**src/rtl/instr_encoder.sv**
```systemverilog
// Instruction encoder / program writer: packs one instruction request per
// handshake into the decoder's 32-bit word format and writes it to instruction memory.
module instr_encoder #(
  parameter int ADDR_W = 6
) (
  input  logic              clk,
  input  logic              reset,
  input  logic              start,
  input  logic              in_valid,
  output logic              in_ready,
  input  logic [2:0]        kind,
  input  logic [1:0]        alu_op,
  input  logic              set_flags,
  input  logic [3:0]        cond,
  input  logic [3:0]        rd,
  input  logic [3:0]        rn,
  input  logic [3:0]        rm,
  input  logic [23:0]       imm,
  input  logic              last,
  output logic              mem_we,
  output logic [ADDR_W-1:0] mem_addr,
  output logic [31:0]       mem_wdata,
  output logic [ADDR_W:0]   count,
  output logic              done,
  output logic              err,
  output logic              full
);

  typedef enum logic [1:0] {IDLE, ACCEPT, WRITE, DONE} state_t;

  localparam logic [2:0] KIND_DP_REG = 3'b000;
  localparam logic [2:0] KIND_DP_IMM = 3'b001;
  localparam logic [2:0] KIND_LDR    = 3'b010;
  localparam logic [2:0] KIND_LDRD   = 3'b011;
  localparam logic [2:0] KIND_B      = 3'b100;

  localparam logic [ADDR_W:0] CAPACITY = {1'b1, {ADDR_W{1'b0}}};

  state_t            state;
  state_t            state_nxt;
  logic              take;
  logic              legal_now;
  logic [ADDR_W:0]   count_inc;
  logic [31:0]       word_p0;
  logic              last_p0;

  function automatic logic [3:0] alu_cmd(input logic [1:0] op);
    logic [3:0] cmd;
    case (op)
      2'b00:   cmd = 4'b0100;
      2'b01:   cmd = 4'b0010;
      2'b10:   cmd = 4'b0001;
      default: cmd = 4'b1111;
    endcase
    return cmd;
  endfunction

  // Only the upper immediate bits decide legality; imm_hi is imm[23:8].
  function automatic logic req_legal(input logic [2:0] k, input logic [15:0] imm_hi);
    logic ok;
    case (k)
      KIND_DP_IMM:                  ok = (imm_hi == 16'h0000);
      KIND_LDR:                     ok = (imm_hi[15:4] == 12'h000);
      KIND_DP_REG, KIND_LDRD, KIND_B: ok = 1'b1;
      default:                      ok = 1'b0;
    endcase
    return ok;
  endfunction

  function automatic logic [31:0] encode(
    input logic [2:0]  k,
    input logic [1:0]  op,
    input logic        s,
    input logic [3:0]  c,
    input logic [3:0]  d,
    input logic [3:0]  n,
    input logic [3:0]  m,
    input logic [23:0] im
  );
    logic [3:0]  n_dp;
    logic [31:0] w;
    // NOT has no first operand, so Rn is encoded as zero.
    n_dp = (op == 2'b11) ? 4'h0 : n;
    case (k)
      KIND_DP_REG: w = {c, 2'b00, 1'b0, alu_cmd(op), s, n_dp, d, 8'h00, m};
      KIND_DP_IMM: w = {c, 2'b00, 1'b1, alu_cmd(op), s, n_dp, d, 4'h0, im[7:0]};
      KIND_LDR:    w = {c, 2'b01, 6'b011001, n, d, im[11:0]};
      KIND_LDRD:   w = {c, 2'b01, 6'b111101, n, d, 8'h00, m};
      default:     w = {c, 2'b10, 2'b10, im};
    endcase
    return w;
  endfunction

  // A start pulse overrides a simultaneous handshake.
  assign take      = in_valid && (state == ACCEPT) && !start;
  assign legal_now = req_legal(kind, imm[23:8]);
  assign count_inc = count + 1'b1;

  always_ff @(posedge clk or posedge reset) begin
    if (reset) state <= IDLE;
    else       state <= state_nxt;
  end

  always_comb begin
    state_nxt = state;
    in_ready  = 1'b0;
    mem_we    = 1'b0;
    done      = 1'b0;
    case (state)
      IDLE: state_nxt = IDLE;
      ACCEPT: begin
        in_ready = 1'b1;
        if (take) begin
          if (legal_now) state_nxt = WRITE;
          else if (last) state_nxt = DONE;
          else           state_nxt = ACCEPT;
        end
      end
      WRITE: begin
        mem_we    = 1'b1;
        state_nxt = (last_p0 || (count_inc == CAPACITY)) ? DONE : ACCEPT;
      end
      DONE: done = 1'b1;
      default: state_nxt = IDLE;
    endcase
    if (start) state_nxt = ACCEPT;
  end

  always_ff @(posedge clk or posedge reset) begin
    if (reset) begin
      mem_addr <= '0;
      count    <= '0;
      err      <= 1'b0;
      full     <= 1'b0;
    end else if (start) begin
      mem_addr <= '0;
      count    <= '0;
      err      <= 1'b0;
      full     <= 1'b0;
    end else begin
      if (take && !legal_now) err <= 1'b1;
      if (state == WRITE) begin
        mem_addr <= mem_addr + 1'b1;
        count    <= count_inc;
        if (count_inc == CAPACITY) full <= 1'b1;
      end
    end
  end

  // Stage p0: encoded word held for the single WRITE cycle.
  always_ff @(posedge clk) begin
    if (take) begin
      word_p0 <= encode(kind, alu_op, set_flags, cond, rd, rn, rm, imm);
      last_p0 <= last;
    end
  end

  // Data register is not reset, so the bus is forced to zero outside WRITE.
  assign mem_wdata = mem_we ? word_p0 : 32'h0000_0000;

endmodule

```
**config.mk**
```make
export PLATFORM = sky130hd
export DESIGN_NAME = instr_encoder
export DESIGN_NICKNAME = d
export VERILOG_FILES = /design/src/rtl/instr_encoder.sv
export SDC_FILE = /design/constraint.sdc
export NUM_CORES = 1
export LEC_CHECK = 0
export CAP_MARGIN = 30
export CELL_PAD_IN_SITES_DETAIL_PLACEMENT = 0
export CELL_PAD_IN_SITES_GLOBAL_PLACEMENT = 2
export CORE_MARGIN = 1.5
export CORE_UTILIZATION = 28
export DETAILED_ROUTE_END_ITERATION = 10
export GPL_TIMING_DRIVEN = 0
export PLACE_DENSITY_LB_ADDON = 0.1
export SYNTH_ARGS = -nofsm -noshare
export SYNTH_HDL_FRONTEND = slang
export SYNTH_SLANG_ARGS = --single-unit
```
**constraint.sdc**
```tcl
create_clock -name clk -period 5.6 [get_ports clk]
set_input_delay 0.56 -clock clk [delete_from_list [all_inputs] [get_ports clk]]
set_output_delay 0.56 -clock clk [all_outputs]
set_load 0.02 [all_outputs]
```
==> impl_table.tex <==
\begin{tabular}{lr}
\hline
Metric & Value \\
\hline
\multicolumn{2}{l}{\textbf{Clock tree}} \\
CTS Buffer Depth & 2 \\
Count of cells resized by post-cts repair & 0 \\
CTS tree & done \\
Clock Sinks & 50 \\
Number of clock buffers inserted by TritonCTS & 5 \\
Clock slew at the register clock pins of the worst setup and hold paths & 0.08 ns \\
Buffers inserted by post-CTS timing repair & 0 \\
Hold buffer count at CTS & 0 \\
H-tree Lvls & 2 \\
Master cell of the clock root buffer & clkbuf\_8 \\
Later-pin clock latency in the skew report & 0.30 ns \\
\multicolumn{2}{l}{\textbf{Power}} \\
Proportion of power drawn by flip-flops and latches & 51.3\% \\
Final Total Pwr & 879 uW \\
Relative contribution of the clock network to total power & 23.2\% \\
Internal & 632 uW \\
Sw Pwr & 247 uW \\
Cell Pwr Density & 234 mW/mm\^{}2 \\
Maximum vdd drop & 0.0786 mV \\
Static Leakage & 0.00143 uW \\
Switching power share of the total & 28.1\% \\
Combinational group share of total power & 25.5\% \\
\multicolumn{2}{l}{\textbf{Job}} \\
Total of max-cap violations & 0 \\
\multicolumn{2}{l}{\textbf{Synth}} \\
Post-synthesis instance area & 0.00256 mm\^{}2 \\
Fraction of registers with async set or reset after synthesis & 34.0\% \\
Ys Warns & 0 \\
Number of synthesized register bits & 50 \\
Post-Synthesis Net Count & 295 \\
Commonest cells in the synthesized netlist & edfxtp\_1, and2\_1, nand2\_1, nor2\_1, dfrtp\_1 \\
Synthesized area per cell & 10.9 um\^{}2 \\
Largest area contributor in the netlist & edfxtp\_1 \\
Library cell with the highest instance count after synthesis & edfxtp\_1 \\
Sequential-to-total area share from yosys stat & 55.3\% \\
Number of enable flip-flop cells after synthesis & 33 \\
Count of unique library cells instantiated by Yosys & 35 \\
Number of cells produced by synthesis & 235 \\
Top cell type's share of synthesized area & 38.7\% \\
Cell types with the largest area share after synthesis & edfxtp\_1, dfrtp\_1, and2\_1, ha\_1, mux2\_1 \\
Most used flip-flop cell after synthesis & edfxtp\_1 \\
\multicolumn{2}{l}{\textbf{Place}} \\
DP Wirelength & 4.64 mm \\
Placed cell areas & 0.00368 mm\^{}2 \\
Input/output buffers & 98 \\
Routability Congestion & 0.723 \\
Placed Cells incl. Taps & 441 \\
\multicolumn{2}{l}{\textbf{Route}} \\
Detailed-route via count & 2047 \\
Met2 Routed Length & 3.18 mm \\
Starting DRC count in detailed routing & 60 \\
Post-detailed-route wirelength per cell & 13.9 um \\
Drt first pass iters & 8 \\
Remaining antenna violation count & 0 \\
Wire length the detailed router placed on met1 & 2.63 mm \\
Number of DRC violations after detailed routing & 3 \\
Highest metal used & met4 \\
Sum of routed wire length over all layers & 6.23 mm \\
Avg Vias per Cell & 4.56 \\
Met3 Wirelength & 355 um \\
\multicolumn{2}{l}{\textbf{Layout}} \\
Post-layout instance count excluding filler cells & 449 \\
Share of post-route cells with drive strength above 1 & 4.11\% \\
Layout Cell Area excl Fill & 0.00376 mm\^{}2 \\
Final layout net count & 400 \\
Diodes inserted & 0 \\
Synth-to-Final Area Change & 46.7\% \\
Number of fillers in the final layout & 873 \\
\multicolumn{2}{l}{\textbf{STA}} \\
Setup repair after global routing missed its margin & no \\
Final-layout setup total negative slack & 0 ns \\
Rel. slew slack & 44.2\% \\
Minimum period implied by the final worst setup slack & 3.15 ns \\
Timing-limited maximum frequency & 318 MHz \\
Tightest Pin Transition & 0.837 ns \\
Setup violations, final & 0 \\
Final number of hold-violating endpoints & 0 \\
Final cycle utilization of the critical path & 56.2\% \\
Count of pins over their slew limit & 0 \\
Clock Skews & 0.00703 ns \\
Worst hold slack & 0.504 ns \\
\multicolumn{2}{l}{\textbf{Global routing}} \\
Number of global-route vias before repair & 2006 \\
Total routing resource utilization after global routing & 13.3\% \\
Leftover overflow at the end of global routing & 0 \\
Antenna violations before repair & 0 \\
Maximum number of pins on one net before global-route repair & 35 \\
Global-route wire length before repair & 10.0 mm \\
\multicolumn{2}{l}{\textbf{Setup path}} \\
Critical path capture point type & output pin \\
Data required time of the worst path & 5.04 ns \\
Startpoint Class & register \\
Maximum net fanout on the critical path & 10 \\
Worst path arrival time & 2.59 ns \\
Startpoint-to-endpoint class of the critical path & register to output pin \\
\multicolumn{2}{l}{\textbf{Floorplan}} \\
Floorplan row count & 34 \\
Die Span X & 98.7 um \\
Effective utilization at floorplan & 29.1\% \\
Die outline height & 98.7 um \\
Area enclosed by the die boundary & 0.00973 mm\^{}2 \\
Total core area & 0.00881 mm\^{}2 \\
Top-level I/O count & 101 \\
\multicolumn{2}{l}{\textbf{Status}} \\
Violated checks & DRC \\
Status & finished, violations left \\
\multicolumn{2}{l}{\textbf{Min path}} \\
Min-delay worst type & register to register \\
\hline
\end{tabular}
per-layer routing:
metal  vias to the layer above  global-route usage, %
li1                       1014                      -
met1                       968                   16.2
met2                        60                   23.2
met3                         5                   3.40
met4                         0                   3.96
met5                         -                      0
kinds of logic after synthesis:
kind of cell | count (synthesis) | share of synthesized area, %
and+or+nand+nor | 105 | 21.7
DFF | 50 | 55.3
AOI/OAI and AO/OA | 28 | 6.69
buffers and inverters | 20 | 3.13
xor gates and xnor gates | 12 | 4.10
muxes | 11 | 4.74
adders and majority gates | 9 | 4.39
sequential cells by signal, summed over array words and instances, names as in the netlist:
register / cells
count: 7
err: 1
word_p0: 32
last_p0: 1
state: 2
mem_addr: 6
full: 1
placed cells by master, fill, tap and decap left out, types with 5 or more instances in the layout:
cell type and n:
a21oi_1 7, and2_1 32, clkbuf_1 11, clkbuf_8 5
clkdlybuf4s50_1 98, dfrtp_1 17, edfxtp_1 33, ha_1 9
inv_1 7, mux2_1 9, nand2_1 24, nand4_1 5
nor2_1 19, nor2b_1 10, o21ai_1 9, xor2_1 9
critical path, cell delays in order (launching register included):
cell	delay, ns
dfrtp_1	0.42
inv_1	0.10
ha_1	0.19
clkbuf_1	0.41
buf_2	0.38
and2_1	0.17
clkdlybuf4s50_1	0.61
layout make-up:
| cell class | count | area (um^2) | share of cell area (%) |
|---|---|---|---|
| Sequential cell | 50 | 1420 | 37.7 |
| Buffer | 13 | 53.8 | 1.43 |
| Clock buffer | 8 | 80.1 | 2.13 |
| Timing Repair Buffer | 98 | 981 | 26.1 |
| Multi-Input combinational cell | 165 | 1070 | 28.4 |
| Tap cell | 108 | 135 | 3.59 |
| Inverter | 7 | 26.3 | 0.699 |
power by group through the flow:
stage	registers, uW	clock network [uW]	logic, uW
6_report	451	204	224
5_1_grt	456	231	249
4_1_cts	452	216	229
3_5_place_dp	460	0	228
3_3_place_gp	460	0	228
2_1_floorplan	459	0	122
metrics by stage:
| step | worst slack (ns) | utilization [%] |
|---|---|---|
| after CTS | 2.35 | 42.7 |
| after global placement | 2.71 | 41.8 |
| after floorplan | 3.45 | - |
| after global routing | 2.19 | 42.7 |
| final | 2.45 | 42.7 |
| after detailed placement | 2.70 | 41.8 |
worst paths after layout:
check	from	depth (start not counted)	end	slack, ns
setup / recovery	state[0]	6	mem_wdata[0]	2.45
hold / removal	full	1	full	0.50
setup reg to reg	state[0]	7	count[3]	3.61
hold reg to reg	full	1	full	0.50
max in group asynchronous	reset	2	count[0]	4.53
min in group asynchronous	reset	2	mem_addr[3]	0.65
Power figures use the tool's default switching activity.
